### config.mk
export PLATFORM = sky130hd
export DESIGN_NAME = uncache_ctrl
export DESIGN_NICKNAME = d
export VERILOG_FILES = /design/src/rtl/uncache_ctrl.sv
export SDC_FILE = /design/constraint.sdc
export NUM_CORES = 1
export LEC_CHECK = 0
export ABC_AREA = 0
export BUFFER_PORTS_ARGS = -buffer_cell sky130_fd_sc_hd__buf_2
export CAP_MARGIN = 15
export CORE_AREA = 3 3 190 192
export DETAILED_ROUTE_END_ITERATION = 12
export DIE_AREA = 0 0 193 195
export REMOVE_ABC_BUFFERS = 1
export SLEW_MARGIN = 40
export SYNTH_ARGS = -nofsm -noshare
export SYNTH_HDL_FRONTEND = slang
export SYNTH_SLANG_ARGS = --single-unit
export TNS_END_PERCENT = 20
### constraint.sdc
create_clock -name clk -period 5.7 [get_ports clk]
set_clock_uncertainty 0.2 [all_clocks]
set_input_delay 0.855 -clock clk [delete_from_list [all_inputs] [get_ports clk]]
set_output_delay 0.855 -clock clk [all_outputs]
set_load 0.05 [all_outputs]
### src/rtl/uncache_ctrl.sv
// -----------------------------------------------------------------------------
// uncache_ctrl
//
// Sequencer for uncached (MMIO/device) LSU accesses. It takes one request at a
// time and turns it into a single-beat AXI read (AR/R) or write (AW/W/B). It
// then returns a one-cycle registered response to the LSU. A per-state
// watchdog aborts any transaction whose slave stalls too long.
//
// Parameters
//   ADDR_W   request / AXI address width
//   DATA_W   data bus width
//   TIMEOUT  max cycles spent in any busy state before abort (0 = no watchdog)
//
// Ports
//   clk, rst                         clock, synchronous active-high reset
//   req_valid/req_ready              LSU request handshake (ready only in IDLE)
//   req_wen, req_addr, req_size      request kind, byte address, AXI size
//   req_wdata, req_wstrb             lane-aligned write data and strobes
//   resp_valid, resp_rdata, resp_err one-cycle response pulse, no backpressure
//   ar_*/r_*                         AXI read address / read data channels
//   aw_*/w_*/b_*                     AXI write address / data / response channels
// -----------------------------------------------------------------------------
module uncache_ctrl #(
    parameter int ADDR_W  = 64,
    parameter int DATA_W  = 64,
    parameter int TIMEOUT = 1024
) (
    input  logic                  clk,
    input  logic                  rst,

    input  logic                  req_valid,
    output logic                  req_ready,
    input  logic                  req_wen,
    input  logic [ADDR_W-1:0]     req_addr,
    input  logic [2:0]            req_size,
    input  logic [DATA_W-1:0]     req_wdata,
    input  logic [DATA_W/8-1:0]   req_wstrb,

    output logic                  resp_valid,
    output logic [DATA_W-1:0]     resp_rdata,
    output logic                  resp_err,

    output logic                  ar_valid,
    input  logic                  ar_ready,
    output logic [ADDR_W-1:0]     ar_addr,
    output logic [2:0]            ar_size,

    input  logic                  r_valid,
    output logic                  r_ready,
    input  logic [DATA_W-1:0]     r_data,
    input  logic [1:0]            r_resp,

    output logic                  aw_valid,
    input  logic                  aw_ready,
    output logic [ADDR_W-1:0]     aw_addr,
    output logic [2:0]            aw_size,

    output logic                  w_valid,
    input  logic                  w_ready,
    output logic [DATA_W-1:0]     w_data,
    output logic [DATA_W/8-1:0]   w_strb,

    input  logic                  b_valid,
    output logic                  b_ready,
    input  logic [1:0]            b_resp
);

    typedef enum logic [2:0] {
        IDLE,
        RD_ADDR,
        RD_DATA,
        WR_REQ,
        WR_RESP,
        DONE
    } state_t;

    // Timer only has to reach TIMEOUT-1; the state always changes at that point.
    localparam int             TW   = (TIMEOUT > 1) ? $clog2(TIMEOUT) : 1;
    localparam logic [TW-1:0]  TMAX = TW'((TIMEOUT > 0) ? TIMEOUT - 1 : 0);

    state_t                state;
    state_t                state_nxt;
    logic [TW-1:0]         timer;
    logic                  aw_done;
    logic                  w_done;

    logic [ADDR_W-1:0]     addr_q;
    logic [2:0]            size_q;
    logic [DATA_W-1:0]     wdata_q;
    logic [DATA_W/8-1:0]   wstrb_q;

    logic                  hs_aw;
    logic                  hs_w;
    logic                  wr_both;
    logic                  timeout_hit;
    logic                  tmo;
    logic [DATA_W-1:0]     rsp_rdata_nxt;
    logic                  rsp_err_nxt;

    // AW and W complete independently; the write request phase ends once both
    // have completed, whether in this cycle or in an earlier one.
    assign hs_aw   = (state == WR_REQ) && !aw_done && aw_ready;
    assign hs_w    = (state == WR_REQ) && !w_done && w_ready;
    assign wr_both = (aw_done || hs_aw) && (w_done || hs_w);

    // >= rather than == so a wrapped or stale timer can never slip past the limit.
    assign timeout_hit = (TIMEOUT != 0) && (timer >= TMAX);

    // Next-state logic. A completing handshake is checked before the timeout so
    // it wins when both happen in the same cycle.
    always_comb begin
        state_nxt = state;
        tmo       = 1'b0;
        case (state)
            IDLE: begin
                if (req_valid) begin
                    state_nxt = req_wen ? WR_REQ : RD_ADDR;
                end
            end
            RD_ADDR: begin
                if (ar_ready) begin
                    state_nxt = RD_DATA;
                end else if (timeout_hit) begin
                    state_nxt = DONE;
                    tmo       = 1'b1;
                end
            end
            RD_DATA: begin
                if (r_valid) begin
                    state_nxt = DONE;
                end else if (timeout_hit) begin
                    state_nxt = DONE;
                    tmo       = 1'b1;
                end
            end
            WR_REQ: begin
                if (wr_both) begin
                    state_nxt = WR_RESP;
                end else if (timeout_hit) begin
                    state_nxt = DONE;
                    tmo       = 1'b1;
                end
            end
            WR_RESP: begin
                if (b_valid) begin
                    state_nxt = DONE;
                end else if (timeout_hit) begin
                    state_nxt = DONE;
                    tmo       = 1'b1;
                end
            end
            DONE:    state_nxt = IDLE;
            default: state_nxt = IDLE;
        endcase
    end

    // Response value loaded on entry to DONE. Read data is zeroed on any error.
    always_comb begin
        rsp_rdata_nxt = '0;
        rsp_err_nxt   = 1'b0;
        if (tmo) begin
            rsp_err_nxt = 1'b1;
        end else if (state == RD_DATA) begin
            rsp_err_nxt   = (r_resp != 2'b00);
            rsp_rdata_nxt = (r_resp == 2'b00) ? r_data : '0;
        end else if (state == WR_RESP) begin
            rsp_err_nxt = (b_resp != 2'b00);
        end
    end

    always_ff @(posedge clk) begin
        if (rst) begin
            state      <= IDLE;
            timer      <= '0;
            aw_done    <= 1'b0;
            w_done     <= 1'b0;
            resp_valid <= 1'b0;
            resp_rdata <= '0;
            resp_err   <= 1'b0;
        end else begin
            state <= state_nxt;
            // Watchdog counts time spent in the current state only.
            if (state == IDLE || state_nxt != state) begin
                timer <= '0;
            end else begin
                timer <= timer + TW'(1);
            end
            if (state == WR_REQ && state_nxt == WR_REQ) begin
                aw_done <= aw_done || hs_aw;
                w_done  <= w_done || hs_w;
            end else begin
                aw_done <= 1'b0;
                w_done  <= 1'b0;
            end
            resp_valid <= (state_nxt == DONE);
            resp_rdata <= (state_nxt == DONE) ? rsp_rdata_nxt : '0;
            resp_err   <= (state_nxt == DONE) ? rsp_err_nxt : 1'b0;
        end
    end

    // Request fields are only consumed while busy, so they need no reset.
    always_ff @(posedge clk) begin
        if (state == IDLE && req_valid) begin
            addr_q  <= req_addr;
            size_q  <= req_size;
            wdata_q <= req_wdata;
            wstrb_q <= req_wstrb;
        end
    end

    assign req_ready = (state == IDLE);

    assign ar_valid  = (state == RD_ADDR);
    assign ar_addr   = addr_q;
    assign ar_size   = size_q;
    assign r_ready   = (state == RD_DATA);

    assign aw_valid  = (state == WR_REQ) && !aw_done;
    assign aw_addr   = addr_q;
    assign aw_size   = size_q;
    assign w_valid   = (state == WR_REQ) && !w_done;
    assign w_data    = wdata_q;
    assign w_strb    = wstrb_q;
    assign b_ready   = (state == WR_RESP);

endmodule

### Word level (Yosys, flattened, before mapping)

Index checks and enable logic that the tools add are counted.

| storage, ports and cells | value |
|---|---|
| output and inout bits | 278 |
| register bits after elaboration | 220 |
| logic and storage cells | 61 |
| input port bits | 216 |

| cells by class | value |
|---|---|
| eq/ne operators | 7 |
| $lt $le $gt $ge | 1 |
| mux-type cells | 17 |
| add/subtract/negate cells | 1 |
| reductions and logical operators | 20 |
| bitwise gates (word level) | 4 |

Operators with widths:

| operator | number |
|---|---|
| two-way mux 3 bit | 6 |
| one-hot mux 3 bit (5 select lines) | 1 |
| adder 10 x 1 -> 10 bit, second input constant | 1 |
| >= comparator 10 bit, second input constant | 1 |
| equality test 3 x 2 -> 1 bit, second input constant | 3 |
| two-way mux 1 bit | 8 |
| logical AND 1 bit | 7 |
| equality test 3 bit, second input constant | 2 |
| OR reduction 2 bit | 3 |
| OR reduction 5 bit | 1 |
| inverter 1 bit | 4 |
| one-hot mux 1 bit (4 select lines) | 1 |
| nonzero test 2 bit | 2 |
| equality test 3 x 1 -> 1 bit, second input constant | 1 |
| zero test 3 bit | 1 |
| logical OR 1 bit | 3 |
| inequality test 3 bit | 1 |
| zero test 1 bit | 2 |
| zero test 2 bit | 1 |
| two-way mux 2 bit | 1 |

### Longest topological paths before layout

| logic depth | value |
|---|---|
| depth in word-level cells | 11 |
| depth in mapped cells | 8 |
| gate-level depth less buffers | 6 |

### Worst setup path after synthesis

Ideal clock, no wire load.

| path | value |
|---|---|
| kind | register to register |
| from | reg state[1] |
| to | reg addr_q[0] (netlist: ar_addr[0]), enable pin |
| data arrival time | 4992 ps |
| required time | 4987 ps |
| setup slack | -5 ps |
| cell stages (with the launch flop) | 4 |
| clock period less this slack | 5705 ps |
| path buffers | 1 |
| setup time | 513 ps |
| path through | dfxtp_1 -> buf_2 -> nor3_1 -> and2_1 |

| on the way | value |
|---|---|
| cells in the longest elaborated chain, start to end | 2 |

RTL lines:

| element | RTL line | source |
|---|---|---|
| start: declaration | 81 | `state_t state;` |
| start signal: assignment | 181 | `state <= state_nxt;` |
| zero test 3 bit | -- |  |
| named net req_ready | 32 | `output logic req_ready,` |
| logical AND 1 bit | 203 | `if (state == IDLE && req_valid) begin` |
| end signal: assignment | 204 | `addr_q <= req_addr;` |
| end: declaration | 87 | `logic [ADDR_W-1:0] addr_q;` |

The timed path passes the listed nets, and every way through them passes these cells.
A chain may end at the register's enable or synchronous reset.

### Worst setup path in the final report

| path | value |
|---|---|
| from | reg state[1] |
| to | out r_ready |

| on the way | value |
|---|---|
| cells in the longest elaborated chain, start to end | 1 |

RTL lines:

| element | RTL line | source |
|---|---|---|
| equality test 3 x 2 -> 1 bit | 216 | `assign r_ready = (state == RD_DATA);` |
| end: declaration | 49 | `output logic r_ready,` |

No other way between the ends.

==> results_dict.tcl <==
set metrics [dict create \
    status "complete, no violations" \
    area.growth.synth_to_final_pct 43.4 \
    wl_per_cell_um 16.1 \
    fill_cells 3558 \
    slew_violations 0 \
    fin_crit_ns 3.16 \
    clk_latency_ns 0.51 \
    grt-ovfl-total 0 \
    cpPeakStageDelay_ns 0.70 \
    ant_nets 0 \
    drt_iter0_markers 208 \
    post_cts_buffers 0 \
    total_leakage_power_nw 4.80 \
    numCtsBuffers 25 \
    dpl_cell_area_um2 10100 \
    clock_path_buffers 3 \
    power_switching_share_pct 31.5 \
    io_buffers 493 \
    final_util_pct 31.5 \
    postSynth.asyncResetShare_pct 0 \
    r2r_start "state[1]" \
    switchingPower_mw 1.34 \
    syn_inst 528 \
    row_count 68 \
    synth_flop_cell "edfxtp_1" \
    clkTransAtPathRegs_ns 0.05 \
    drt-met1-wl_um 8340 \
    postCtsResizedCells 0 \
    cts_sinks 220 \
    cp.required_ns 4.64 \
    critPathBufInv 2 \
    worstMarginPinSlew_ns 0.794 \
    p_comb_share_pct 19.9 \
    die-area_um2 37600 \
    fin_setup_tns_ns 0 \
    route.met2.wl_um 11700 \
    rrSetupSlack_ns 2.88 \
    first_pass_iters 6 \
    grt_max_degree 140 \
    final_area_um2 10900 \
    synth_area_per_cell_um2 14.4 \
    cts_hold_buf 0 \
    die_y_um 195 \
    setup_slack_ns 2.54 \
    pre_cts_ws_ns 2.63 \
    wl_um 23100 \
    dr_total_vias 5640 \
    yosysSeqAreaShare_pct 76.4 \
    gp_congestion 0.812 \
    critPathKind "register to primary output" \
    p_int_mw 2.92 \
    timing.final.crit_share_pct 55.4 \
    critical-path-top-delay-family "flip-flops" \
    hold_path_class "register to register" \
    wl_met3_um 2390 \
    grt_pass1_wl_um 32500 \
    min_from "timer[0]" \
    cp-start-kind "register" \
    worstPathMaxFanout 15 \
    powerDensity_nw_per_um2 392 \
    worst_ep_arrival_time_ns 2.10 \
    min_to "timer[0]" \
    layout-drive-gt1-share_pct 55.8 \
    irDropWorstVdd_v 0.000231 \
    grt_pass1_vias 5612 \
    slowest_stage "dfxtp_1" \
    core_um2 34500 \
    maxUsedRoutingLayer "met5" \
    die_x_um 193 \
    cts_tree "built" \
    hold_viol 0 \
    ys_types 44 \
    pin_count 494 \
    rsz0062_at_grt "false" \
    clkPwrFrac_pct 36.1 \
    power_mw 4.26 \
    synth-edff-count 139 \
    setup_viol 0 \
    antenna_found_initial 4 \
    fmax_ghz 0.317 \
    initial_utilization_pct 21.9 \
    yosysWarnings 0 \
    drc_errors 0 \
    rr_endpoint "resp_rdata[16]" \
    hold_depth 1 \
    grt_use_total_pct 11.2 \
    synthesis.area_um2 7580 \
    rr_worst_depth 5 \
    ctsHtreeMaxLevel 1 \
    seqPwrFrac_pct 44.0 \
    routed_via_density 3.92 \
    post-dp-hpwl_um 17800 \
    ys_ff_latch 220 \
    root_buffer "clkbuf_16" \
    slew_headroom_pct 47.0 \
    crit_path_end_kind "primary output" \
    layout.nets 1181 \
    crit_path_cell_trace "or3b_4, inv_2, buf_2" \
    drv_cap 0 \
]
-- how the worst max path moves through the flow --
stage	from	end	slack (ns)	cells past startpoint
after detailed placement	aw_ready	resp_rdata[16]	2.63	6
after floorplan	state[1]	ar_addr[0]	0.04	2
after global placement	aw_ready	resp_rdata[26]	2.70	6
after CTS	state[1]	r_ready	2.50	3
after global routing	state[1]	r_ready	2.42	3
final	state[1]	r_ready	2.54	3
-- synthesized netlist by cell type (all sizes together) (2+ instances only) --
| library cell | count | area [um^2] |
|---|---|---|
| inv | 22 | 82.6 |
| nor2 | 69 | 262 |
| nand3 | 51 | 255 |
| nor2b | 3 | 28.8 |
| and4 | 2 | 17.5 |
| xor2 | 4 | 35.0 |
| a21o | 2 | 15.0 |
| nand4b | 2 | 17.5 |
| and3 | 2 | 12.5 |
| nand2 | 6 | 22.5 |
| a21oi | 7 | 35.0 |
| nor3b | 2 | 20.0 |
| edfxtp | 139 | 4170 |
| buf | 87 | 623 |
| xnor2 | 4 | 35.0 |
| nand3b | 2 | 15.0 |
| dfxtp | 81 | 1620 |
| nor3 | 21 | 110 |
| a211oi | 2 | 15.0 |
| o21ai | 5 | 25.0 |
-- through the flow --
stage | hold WS (ns) | instances
6_report | 0.266 | 1439
2_1_floorplan | 0.230 | 440
3_3_place_gp | 0.248 | 1392
3_5_place_dp | 0.259 | 1392
5_1_grt | 0.257 | 1439
4_1_cts | 0.266 | 1438
-- cells by family after synthesis --
group | synth area share, %
xor+xnor | 0.924
simple gates | 10.6
mux | 0.132
compound gates | 2.34
flops | 76.4
fa+ha+maj | 0.165
buf+inv | 9.36
-- registers in the layout, summed over array words and instances, names as in the netlist --
name        cells
w_strb          8
resp_rdata     64
ar_addr        64
state           3
resp_err        1
resp_valid      1
aw_done         1
w_data         64
w_done          1
ar_size         3
timer          10
-- layer usage --
layer / vias to the layer above / track usage, %
li1: 2640 / -
met1: 2639 / 12.3
met2: 315 / 20.1
met3: 42 / 3.61
met4: 4 / 4.34
met5: - / 0
-- cells in the final DEF (no fill, tap or decap), drive strengths merged, types with 3 or more instances in the layout --
cell / count
buf: 497
edfxtp: 139
dfxtp: 81
nor2: 69
nand3: 51
clkbuf: 42
inv: 23
nor3: 21
a21oi: 7
nand2: 6
o21ai: 5
xor2: 4
xnor2: 4
clkinv: 3
nor2b: 3
-- worst register-to-register path, delay by kind of cell, from the launching register on --
family / cells / cell delay, ns
AOI/OAI and AO/OA: 1 / 0.59
DFF: 1 / 0.70
and+or+nand+nor: 4 / 1.26
-- power by group through the flow --
| stage | clock network, mW | registers, mW | logic (mW) |
|---|---|---|---|
| floorplan | 0 | 2.41 | 0.0987 |
| global placement | 0 | 1.91 | 0.852 |
| detailed placement | 0 | 1.91 | 0.854 |
| CTS | 1.59 | 1.88 | 0.855 |
| global route | 1.68 | 1.89 | 0.886 |
| finish | 1.54 | 1.88 | 0.847 |
-- cell type report --
type / instances / area [um^2] / share of cell area (%)
antenna: 1 / 2.50 / 0.0230
clock buffer: 42 / 776 / 7.14
clock inverter: 4 / 27.5 / 0.253
inverter: 22 / 82.6 / 0.760
multi-input combinational: 198 / 1110 / 10.2
sequential: 220 / 5800 / 53.3
tap: 455 / 569 / 5.24
timing repair buffer: 497 / 2510 / 23.1
Power figures use the tool's default switching activity.
